===== src/rtl/acct_verifier.sv =====
// acct_verifier: collects 4-digit account/PIN entries, searches the account table, checks PINs (PIN_LOCKOUT_EN adds per-account lockout)
module acct_verifier #(
  parameter logic [15:0] ACCT0 = 16'h1234,
  parameter logic [15:0] ACCT1 = 16'h2468,
  parameter logic [15:0] ACCT2 = 16'h3579,
  parameter logic [15:0] ACCT3 = 16'h9876,
  parameter logic [15:0] PIN0  = 16'h1111,
  parameter logic [15:0] PIN1  = 16'h2222,
  parameter logic [15:0] PIN2  = 16'h3333,
  parameter logic [15:0] PIN3  = 16'h4444
) (
  input  logic       clk,
  input  logic       rst_n,
  input  logic [3:0] fsm_state,
  input  logic       digit_valid,
  input  logic [3:0] digit,
  input  logic       key_clear,
  output logic [3:0] status_code,
  output logic [1:0] acct_idx,
  output logic [2:0] digit_count,
  output logic       busy,
  output logic [3:0] locked
);
  localparam logic [3:0] FSM_ACC = 4'b0010;
  localparam logic [3:0] FSM_PIN = 4'b0011;
  localparam logic [3:0] ST_FOUND = 4'b0001;
  localparam logic [3:0] ST_NOT_FOUND = 4'b0010;
  localparam logic [3:0] ST_PIN_OK = 4'b0011;
  localparam logic [3:0] ST_PIN_BAD = 4'b0100;

  typedef enum logic [2:0] {IDLE, ACC_COLLECT, ACC_LOOKUP, PIN_COLLECT, PIN_CHECK} state_t;

  state_t      state_q, state_d;
  logic [15:0] buf_q, buf_d;
  logic [2:0]  cnt_q, cnt_d;
  logic [1:0]  ptr_q, ptr_d;
  logic [1:0]  acct_q, acct_d;
  logic [3:0]  status_q, status_d;
  logic        found_q, found_d;
  logic [3:0]  lock_v;
  logic [15:0] acct_tab [4];
  logic [15:0] pin_tab [4];
  logic        collecting, abort, clr, take, last, hit, pin_ok;

  assign acct_tab = '{ACCT0, ACCT1, ACCT2, ACCT3};
  assign pin_tab  = '{PIN0, PIN1, PIN2, PIN3};

  // leaving the fsm_state that owns the current collect state wins over any keypad activity
  assign collecting = state_q == ACC_COLLECT || state_q == PIN_COLLECT;
  assign abort = (state_q == ACC_COLLECT && fsm_state != FSM_ACC) ||
                 (state_q == PIN_COLLECT && fsm_state != FSM_PIN);
  assign clr  = collecting && !abort && key_clear;
  assign take = collecting && !abort && !key_clear && digit_valid && digit <= 4'd9;
  assign last = take && cnt_q == 3'd3;
  assign hit    = buf_q == acct_tab[ptr_q] && !lock_v[ptr_q];
  assign pin_ok = buf_q == pin_tab[acct_q];

  // state and datapath registers
  always_ff @(posedge clk or negedge rst_n) begin
    if (!rst_n) begin
      state_q  <= IDLE;
      buf_q    <= '0;
      cnt_q    <= '0;
      ptr_q    <= '0;
      acct_q   <= '0;
      status_q <= '0;
      found_q  <= 1'b0;
    end else begin
      state_q  <= state_d;
      buf_q    <= buf_d;
      cnt_q    <= cnt_d;
      ptr_q    <= ptr_d;
      acct_q   <= acct_d;
      status_q <= status_d;
      found_q  <= found_d;
    end
  end

  // next-state: collect until the 4th digit, then one lookup/check pass back to IDLE
  always_comb begin
    state_d = state_q;
    case (state_q)
      IDLE:        state_d = fsm_state == FSM_ACC ? ACC_COLLECT :
                             (fsm_state == FSM_PIN && found_q) ? PIN_COLLECT : IDLE;
      ACC_COLLECT: state_d = abort ? IDLE : last ? ACC_LOOKUP : ACC_COLLECT;
      PIN_COLLECT: state_d = abort ? IDLE : last ? PIN_CHECK : PIN_COLLECT;
      ACC_LOOKUP:  state_d = (hit || ptr_q == 2'd3) ? IDLE : ACC_LOOKUP;
      PIN_CHECK:   state_d = IDLE;
      default:     state_d = IDLE;
    endcase
  end

  // datapath and the registered one-cycle response
  always_comb begin
    buf_d    = state_d == IDLE ? 16'h0 : clr ? 16'h0 : take ? {buf_q[11:0], digit} : buf_q;
    cnt_d    = state_d == IDLE ? 3'd0 : clr ? 3'd0 : take ? cnt_q + 3'd1 : cnt_q;
    ptr_d    = (state_q == ACC_LOOKUP && state_d == ACC_LOOKUP) ? ptr_q + 2'd1 : 2'd0;
    status_d = state_q == ACC_LOOKUP ? (hit ? ST_FOUND : ptr_q == 2'd3 ? ST_NOT_FOUND : 4'd0) :
               state_q == PIN_CHECK ? (pin_ok ? ST_PIN_OK : ST_PIN_BAD) : 4'd0;
    acct_d   = (state_q == ACC_LOOKUP && hit) ? ptr_q : acct_q;
    found_d  = found_q || (state_q == ACC_LOOKUP && hit);
  end

`ifdef PIN_LOCKOUT_EN
  logic [1:0] fail_q [4];
  logic [1:0] fail_d [4];
  logic [3:0] locked_q, locked_d;

  // saturating fail counters; three wrong PINs lock the account until reset
  always_comb begin
    fail_d   = fail_q;
    locked_d = locked_q;
    if (state_q == PIN_CHECK && !pin_ok) begin
      fail_d[acct_q]   = fail_q[acct_q] == 2'd3 ? 2'd3 : fail_q[acct_q] + 2'd1;
      locked_d[acct_q] = locked_q[acct_q] || fail_d[acct_q] == 2'd3;
    end else if (state_q == PIN_CHECK && !locked_q[acct_q]) begin
      fail_d[acct_q] = 2'd0;
    end
  end

  // lockout registers
  always_ff @(posedge clk or negedge rst_n) begin
    if (!rst_n) begin
      fail_q   <= '{default: 2'd0};
      locked_q <= '0;
    end else begin
      fail_q   <= fail_d;
      locked_q <= locked_d;
    end
  end

  assign lock_v = locked_q;
`else
  assign lock_v = 4'b0000;
`endif

  assign status_code = status_q;
  assign acct_idx    = acct_q;
  assign digit_count = cnt_q;
  assign busy        = state_q == ACC_LOOKUP || state_q == PIN_CHECK || status_q != 4'd0;
  assign locked      = lock_v;
endmodule


===== config.mk =====
export PLATFORM = sky130hd
export DESIGN_NAME = acct_verifier
export DESIGN_NICKNAME = d
export VERILOG_FILES = /design/src/rtl/acct_verifier.sv
export SDC_FILE = /design/constraint.sdc
export NUM_CORES = 1
export LEC_CHECK = 0
export BUFFER_PORTS_ARGS = -buffer_cell sky130_fd_sc_hd__buf_2
export CAP_MARGIN = 20
export CORE_ASPECT_RATIO = 0.6
export CORE_MARGIN = 5
export CORE_UTILIZATION = 60
export DETAILED_ROUTE_END_ITERATION = 16
export GPL_ROUTABILITY_DRIVEN = 0
export GPL_TIMING_DRIVEN = 0
export PLACE_DENSITY = 0.94
export SYNTH_ARGS = -nofsm -noshare
export SYNTH_HDL_FRONTEND = slang
export SYNTH_SLANG_ARGS = --single-unit

===== constraint.sdc =====
create_clock -name clk -period 4.69 [get_ports clk]
set_input_delay 0.938 -clock clk [delete_from_list [all_inputs] [get_ports clk]]
set_output_delay 0.938 -clock clk [all_outputs]
set_load 0.02 [all_outputs]

* Yosys cells after proc, flatten, opt, wreduce, memory -nomap -nowiden
Cells that the tools add are included.
Operators by class: add/sub/neg operators 2, muxes and demuxes 28, reductions and logical operators 25, eq/ne operators 13, magnitude comparators 4, bitwise operators 2
Operators by type and width (count):
- two-way mux 16 bit | 7
- binary-select mux 16 bit (select 2 bit) | 2
- == test 16 bit | 2
- two-way mux 3 bit | 8
- two-way mux 2 bit | 8
- == test 3 x 2 -> 1 bit, second input constant | 4
- logical AND 1 bit | 12
- case mux 3 bit (4 select lines) | 1
- == test 4 x 2 -> 1 bit, second input constant | 2
- inequality test 4 x 2 -> 1 bit, second input constant | 2
- >= comparator 3 bit, second input constant | 2
- logical NOT 3 bit | 2
- logical OR 1 bit | 6
- NOT 2 -> 3 bit | 2
- <= comparator 4 bit, second input constant | 1
- nonzero test 4 bit | 1
- adder 3 x 1 -> 3 bit, second input constant | 1
- == test 3 x 1 -> 1 bit, second input constant | 1
- == test 3 bit, second input constant | 1
- logical NOT 1 bit | 3
- less-than comparator 2 x 3 -> 1 bit, second input constant | 1
- nonzero test 3 bit | 1
- adder 2 x 1 -> 2 bit, second input constant | 1
- binary-select mux 1 bit (select 2 bit) | 1
- 2 further kinds | 2
Storage, ports and cells: output and inout bits 14, input port bits 12, register bits after elaboration 31, logic and storage cells 81

* Longest topological paths before layout
Gate-level depths: netlist of the first run.
depth in word-level cells 15, gate-level depth with buffers 8, depth with buffers taken out 7

* Least setup slack after synthesis of the first run
Ideal clock, no wire load.
path type input port to flip-flop, start point input port fsm_state[3], end point register buf_q[9], required time 4.565 ns, setup time 0.125 ns, setup slack 2.209 ns, stages on the path 6, path buffers 1, arrival 2.356 ns, cell sequence nor3b_1 nand3_1 nor4b_1 buf_2 nor2_1 a2111oi_0
On the way: longest elaborated chain between the ends 14, elaborated cells between the ends (all ways) 26, those cells by class eq/ne: 4; mux: 9; reduce/logical: 13
RTL lines:
- start, declared | RTL line 14 | input logic [3:0] fsm_state,
- inequality test 4 x 2 -> 1 bit, on equally long branches | RTL line 50, 51
- logical AND 1 bit, on equally long branches | RTL line 50, 51
- logical OR 1 bit | RTL line 50 | assign abort = (state_q == ACC_COLLECT && fsm_state != FSM_ACC) ||
- logical NOT 1 bit | RTL line 52, 53
- logical AND 1 bit | RTL line 52, 53
- logical AND 1 bit (3 in a row) | RTL line 53 | assign take = collecting && !abort && !key_clear && digit_valid && digit <= 4'd9;
- logical AND 1 bit | RTL line 54 | assign last = take && cnt_q == 3'd3;
- two-way mux 3 bit / two-way mux 2 bit (equally long branches) (2 in a row) | RTL line 86, 85
- case mux 3 bit (4 select lines) | RTL line 82 | case (state_q)
- logical NOT 3 bit | RTL line 95 | buf_d = state_d == IDLE ? 16'h0 : clr ? 16'h0 : take ? {buf_q[11:0], digit} : buf_q;
- nonzero test 3 bit (no source line) / two-way mux 16 bit (equally long branches)
- end signal, assigned | RTL line 70 | buf_q <= buf_d;
- end, declared | RTL line 34 | logic [15:0] buf_q, buf_d;
Parallel ways exist; a longest one is shown, timed or not. A chain may end at the register's enable or synchronous reset.

* Final worst setup path of the first run
start point register ptr_q[0], end point register buf_q[2]
On the way: longest elaborated chain between the ends 11, elaborated cells between the ends (all ways) 16, those cells by class eq/ne: 2; mux: 8; bitwise: 1; reduce/logical: 5
RTL lines:
- start, declared | RTL line 36 | logic [1:0] ptr_q, ptr_d;
- start signal, assigned | RTL line 72 | ptr_q <= ptr_d;
- NOT 2 -> 3 bit (not written as such) | RTL line 55 | assign hit = buf_q == acct_tab[ptr_q] && !lock_v[ptr_q];
- binary-select mux 16 bit (select 2 bit) | RTL line 55
- two-way mux 16 bit (not written as such) (2 in a row) | RTL line 55
- == test 16 bit | RTL line 55
- logical AND 1 bit | RTL line 55
- logical OR 1 bit * | RTL line 87 | ACC_LOOKUP: state_d = (hit || ptr_q == 2'd3) ? IDLE : ACC_LOOKUP;
- two-way mux 2 bit * | RTL line 87
- case mux 3 bit (4 select lines) * | RTL line 82
- logical NOT 3 bit * | RTL line 95
- nonzero test 3 bit (no source line) / two-way mux 16 bit (equally long branches)
Every way passes the cells marked *; elsewhere a longest branch is shown, timed or not. The select of a mux whose other input is x is not followed.

==> results of run 1 <==
==> critical path, delay by kind of cell, from the launching register on <==
family | cells | cell delay [ns]
AO/OA/AOI/OAI | 1 | 0.54
adder cells (fa/ha/maj) | 1 | 0.35
buffers and inverters | 2 | 0.31
flip-flops | 1 | 0.40
multiplexers | 1 | 0.27
AND/OR/NAND/NOR | 3 | 0.96
==> flip-flops by register name (all words and copies together), names as in the netlist <==
signal	count
buf_q	16
ptr_q	2
digit_count	3
status_code	3
found_q	1
state_q	3
acct_idx	2
==> report_power, final <==
| group | internal [uW] | switching, uW |
|---|---|---|
| registers | 259 | 0.501 |
| logic | 9.37 | 17.1 |
| clock network | 118 | 91.8 |
==> cells by family after synthesis <==
logic type | after synthesis | synth area share
flops | 30 | 0.4354
xor+xnor | 2 | 0.01016
fa+ha+maj | 7 | 0.05080
other cells | 1 | 0.002175
compound gates | 24 | 0.1168
buf+inv | 17 | 0.05298
simple gates | 71 | 0.2431
mux | 15 | 0.08853
==> metal layers <==
metal | up-vias | global-route usage | part of all wire
met1 | 698 | 0.2848 | 0.47
met3 | 9 | 0.05363 | 0.069
li1 | 670 | - | -
met2 | 49 | 0.3142 | 0.44
met4 | 0 | 0.09714 | 0.017
met5 | - | 0 | 0
==> Yosys cell counts (2+ instances only) <==
| cell type | n | area share |
|---|---|---|
| xnor2_1 | 2 | 0.010 |
| nor4b_1 | 3 | 0.015 |
| dfrtp_1 | 30 | 0.44 |
| and3_2 | 3 | 0.013 |
| nand3_1 | 6 | 0.017 |
| inv_1 | 7 | 0.015 |
| a21oi_1 | 3 | 0.0087 |
| or3b_2 | 2 | 0.010 |
| nor3b_1 | 2 | 0.0087 |
| nor2_1 | 17 | 0.037 |
| clkbuf_1 | 3 | 0.0065 |
| ha_1 | 7 | 0.051 |
| nand3b_1 | 4 | 0.017 |
| or4_1 | 3 | 0.013 |
| nand4_1 | 6 | 0.022 |
| a22oi_1 | 9 | 0.039 |
| mux2_2 | 2 | 0.013 |
| mux2i_1 | 13 | 0.075 |
| nor3_1 | 10 | 0.029 |
| nor2b_1 | 2 | 0.0073 |
| o21ai_0 | 3 | 0.0087 |
| nand2_1 | 4 | 0.0087 |
| buf_4 | 5 | 0.022 |
==> stage by stage <==
stage | instances | instance area, um2
6_report | 233 | 1973
5_1_grt | 233 | 1973
4_1_cts | 233 | 1973
3_5_place_dp | 225 | 1882
3_3_place_gp | 225 | 1882
2_1_floorplan | 171 | 1739
==> final cells by class <==
class                           instances  area (um2)  area share
Multi-Input combinational cell        124       897.1      0.4547
Sequential cell                        30       750.7      0.3805
Timing Repair Buffer                   20       100.1     0.05073
Clock buffer                            7       86.33     0.04375
Buffer                                 10       65.06     0.03297
Tap cell                               34       42.54     0.02156
Inverter                                7       26.28     0.01332
Clock inverter                          1       5.005    0.002536
==> final timing paths <==
check | startpoint | endpoint | cells past startpoint | slack, ns
min in group asynchronous | rst_n | acct_idx[0] | 1 | 0.68
max in group asynchronous | rst_n | digit_count[1] | 1 | 3.58
worst max register to register | ptr_q[0] | buf_q[2] | 8 | 1.73
worst max-delay path | ptr_q[0] | buf_q[2] | 8 | 1.73
worst min register to register | found_q | found_q | 1 | 0.53
worst min-delay path | found_q | found_q | 1 | 0.53
==> flow_summary.ini, run 1 <==
[routing]
wire_per_inst_um = 16.96
viasPerCell = 6.120
finalWirelength_um = 3952
first_pass_iters = 4
postRouteAntennaNets = 0
vias = 1426
drc_errors = 0
drtIter0Drc = 94

[clocking]
root_buffer = clkbuf_8
ctsResizeCount = 0
cts_tree = done
clk_path_buf_depth = 2
h-tree-depth = 2
clkSinkCount = 30
post_cts_buffers = 0
cts_made_buffers = 5
clkLatencyLatePin_ns = 0.28
clkTransAtPathRegs_ns = 0.06
cts-hold-fix-buffers = 0

[placement]
dp_hpwl_um = 2880
portBuffers = 20
dp_slack_ns = 1.686

[timing]
setup-violations-final = 0
hold_violations = 0
finalMaxSlewViolations = 0
hold-worst-slack_ns = 0.5342
rsz0062_at_grt = no
setup_ws_ns = 1.735
relSlewSlack = 0.5081
tightestPinTransition_ns = 0.7363
clock_skew_ns = 0.003911
min_period_over_period = 0.6301
fmax_ghz = 0.3384
fin_crit_ns = 2.955
setup_tns_ns = 0

[setup_path]
cpPeakStageDelay_ns = 0.69
slowest_stage = or4b_2
crit_path_cell_trace = inv_1, ha_1, or4b_2, mux2i_1, nand3_2, a211oi_4, buf_6, nor2_1
start_kind = register
path_max_fanout = 10
end_kind = register
crit_type = reg2reg
arrival_ns = 3.12
required_ns = 4.86

[synth]
synth_edf_count = 0
synth-warning-count = 0
netlist_area_um2 = 1724
synth-seq-cells = 30
avgSynthCellArea_um2 = 10.32
synthCells = 167
synth-main-ff-cell = dfrtp_1
ys_seq_area_frac = 0.4354
ys_async_sr_fraction = 1.000
synth_cell_types = 44

[outcome]
status = completed

[final_layout]
final_cell_mix = 30 x dfrtp_1, 21 x buf_2, 17 x nor2_1
area_growth_pct = 14.44
utilization = 0.7009
fill_cells = 222
final_common_cell = dfrtp_1
nets = 217
drive_gt1_frac = 0.2362
diodes = 0

[floorplan]
row_count = 15
die_w_um = 79.21
start_util = 0.6124
die_y_um = 51.52
ios = 26
dieArea_um2 = 4081
core_um2 = 2815

[global_route]
grt_pass1_vias = 1366
grt_pass1_wl_um = 6472
gr-total-overflow = 0
track_usage = 0.2090
antenna_found_initial = 0
grt_max_degree = 31

[power]
p_per_area_nw_per_um2 = 251.3
total_power_uw = 495.9
ir_drop_mv = 0.1899
leakagePower_uw = 0.0008875

[flow_run]
maxCapViolCount = 0

[min_path]
hold_path_class = reg2reg
Power figures use the tool's default switching activity.
==> run 2: changes to the inputs <==
--- a/config.mk
+++ b/config.mk
@@ -5,15 +5,16 @@
 export SDC_FILE = /design/constraint.sdc
 export NUM_CORES = 1
 export LEC_CHECK = 0
+export ABC_AREA = 1
 export BUFFER_PORTS_ARGS = -buffer_cell sky130_fd_sc_hd__buf_2
 export CAP_MARGIN = 20
 export CORE_ASPECT_RATIO = 0.6
 export CORE_MARGIN = 5
-export CORE_UTILIZATION = 60
+export CORE_UTILIZATION = 52
 export DETAILED_ROUTE_END_ITERATION = 16
 export GPL_ROUTABILITY_DRIVEN = 0
 export GPL_TIMING_DRIVEN = 0
-export PLACE_DENSITY = 0.94
+export PLACE_DENSITY = 0.87
 export SYNTH_ARGS = -nofsm -noshare
 export SYNTH_HDL_FRONTEND = slang
 export SYNTH_SLANG_ARGS = --single-unit
==> constraint.sdc (replaced) <==
create_clock -name clk -period 2.6 [get_ports clk]
set_input_delay 0.52 -clock clk [delete_from_list [all_inputs] [get_ports clk]]
set_output_delay 0.52 -clock clk [all_outputs]
set_load 0.02 [all_outputs]
==> flow_summary.ini, run 2 <==
[outcome]
status = completed

[final_layout]
seq_area_um2 = 750.7
fin_cells = 347
drive_gt1_frac = 0.2400
largest_reg_flops = 16
diodes = 0
fill_cells = 336
final_common_cell = nand2_1
regMostFlops = buf_q
final_cell_mix = 63 x nand2_1, 39 x inv_1, 30 x dfrtp_1
area_growth_pct = 14.06
multi_input_area_um2 = 1007
utilization = 0.6227
nets = 318
final_area_um2 = 2305

[timing]
tightestPinTransition_ns = 0.6873
rsz0062_at_grt = no
setup-violations-final = 0
clock_skew_ns = 0.007513
relSlewSlack = 0.5418
finalMaxSlewViolations = 0
setup_tns_ns = 0
fmax_ghz = 0.4643
hold-worst-slack_ns = 0.2682
min_period_over_period = 0.8284
hold_violations = 0
fin_crit_ns = 2.154

[clocking]
clkTransAtPathRegs_ns = 0.07
cts-hold-fix-buffers = 0
cts_tree = done
clkSinkCount = 30
post_cts_buffers = 0
root_buffer = clkbuf_8
clkLatencyLatePin_ns = 0.29
clk_path_buf_depth = 2
cts_made_buffers = 5
h-tree-depth = 2
ctsResizeCount = 0

[floorplan]
core_um2 = 3701
row_count = 17
start_util = 0.5460
dieArea_um2 = 5273
ios = 26
die_y_um = 58.29
die_w_um = 90.48

[power]
p_sw_frac = 0.2228
p_int_uw = 750.5
ir_drop_mv = 0.2383
switching_power_uw = 215.1
p_per_area_nw_per_um2 = 419.0
seqPwrFrac = 0.484
leakagePower_uw = 0.001196
clockPowerShare = 0.464
comb_power_share = 0.051

[synth]
netlist_area_um2 = 2021
synth_cell_types = 30
synthCells = 268
synth-warning-count = 0
synth_area_leaders = dfrtp_1 37%, nand2_1 12%, inv_1 7.2%
avgSynthCellArea_um2 = 7.540
synth-seq-cells = 30
ys_seq_area_frac = 0.3715
synth_common_cells = 63 x nand2_1, 39 x inv_1, 30 x dfrtp_1, 23 x nand3_1, 20 x nor2_1
synth-main-ff-cell = dfrtp_1
yosys.area.top_type = dfrtp_1
ys_async_sr_fraction = 1.000
synth_top_area_share = 0.3715
synth_edf_count = 0
yosysMostFrequentCell = nand2_1

[setup_path]
r2r_slack_ns = 0.45
crit_type = reg2reg
arrival_ns = 2.33
rr_worst_depth = 14
cpPeakStageDelay_ns = 0.41
r2r_start = ptr_q[0]
worst_r2r_endpoint = buf_q[1]
crit_path_cell_trace = inv_1, ha_1, inv_2, nand2_1, nand2_1, nor2_1, nand2_1, nor2_1, nand2_1, nand2_1, nand2_2, nor2_4, buf_6, a21oi_2
start_kind = register
path_max_fanout = 10
cpMostUsedCell = nand2_1
end_kind = register
slowest_stage = dfrtp_1
required_ns = 2.78
crit_start = ptr_q[0]

[routing]
viasPerCell = 5.300
drtIter0Drc = 95
postRouteAntennaNets = 0
wire_per_inst_um = 13.93
first_pass_iters = 5
finalWirelength_um = 4835
drc_errors = 0
vias = 1839

[placement]
placed_cells = 339
portBuffers = 20
dpl_cell_area_um2 = 2195
dp_hpwl_um = 3589

[global_route]
antenna_found_initial = 0
grt_max_degree = 31
gr-total-overflow = 0
grt_pass1_vias = 1631
track_usage = 0.1931
grt_pass1_wl_um = 8017

[flow_run]
maxCapViolCount = 0

[min_path]
hold_path_class = in2async
==> run 2: cell types whose count changed after synthesis, sizes merged, moves of 6 or more <==
cell / previous run / this run
nand2: 4 / 68
inv: 7 / 47
a21oi: 3 / 22
nand3: 7 / 25
mux2i: 13 / 0
a22oi: 9 / 0
nor2: 17 / 25
o21ai: 3 / 10
o211ai: 1 / 7
==> run 2: cells by family after synthesis <==
kind of cell | synth area share
simple gates | 0.3096
flops | 0.3715
other cells | 0.001856
buf+inv | 0.1375
compound gates | 0.1362
fa+ha+maj | 0.04334
==> run 2: layout make-up <==
cell class                 count  area share
tap                           47     0.02552
buffer                        12     0.04397
multi-input combinational    183      0.4370
clock buffer                   8     0.04777
sequential                    30      0.3257
timing repair buffer          20     0.04343
inverter                      47     0.07655
==> run 2: routing by layer <==
metal  vias up  global-route usage  wire [um]
met5         -                   0          0
met4         0             0.05096         74
met3        10             0.05188        395
met2        73              0.2792       2045
met1       852              0.2844       2320
li1        904                   -          -
==> run 2: how the worst max path moves through the flow <==
stage / end / slack [ns] / cells past startpoint
final: buf_q[1] / 0.45 / 14
after global routing: buf_q[11] / 0.28 / 14
after detailed placement: buf_q[12] / 0.46 / 14
after floorplan: digit_count[1] / 0.75 / 8
after global placement: buf_q[12] / 0.52 / 14
after CTS: buf_q[1] / 0.44 / 14
==> run 2: per-stage QoR <==
stage	setup slack [ns]	total power, uW
finish	0.4461	965.6
global route	0.2832	991.9
CTS	0.4371	964.5
detailed placement	0.4567	525.7
global placement	0.5196	524.3
floorplan	0.7480	503.5
==> run 2: worst max-delay path: cells and delay by family, from the launching register on <==
family                   cells  cell delay (ns)
AO/OA/AOI/OAI                1             0.07
flip-flops                   1             0.41
buffers and inverters        3             0.35
adder cells (fa/ha/maj)      1             0.37
AND/OR/NAND/NOR              9             0.82
==> run 2: power by group through the flow <==
stage	combinational (uW)	clock (uW)	sequential (uW)
4_1_cts	49.6	447	468
3_3_place_gp	48.1	0	476
2_1_floorplan	27.1	0	476
3_5_place_dp	49.5	0	476
5_1_grt	55.3	469	467
6_report	49.6	448	468
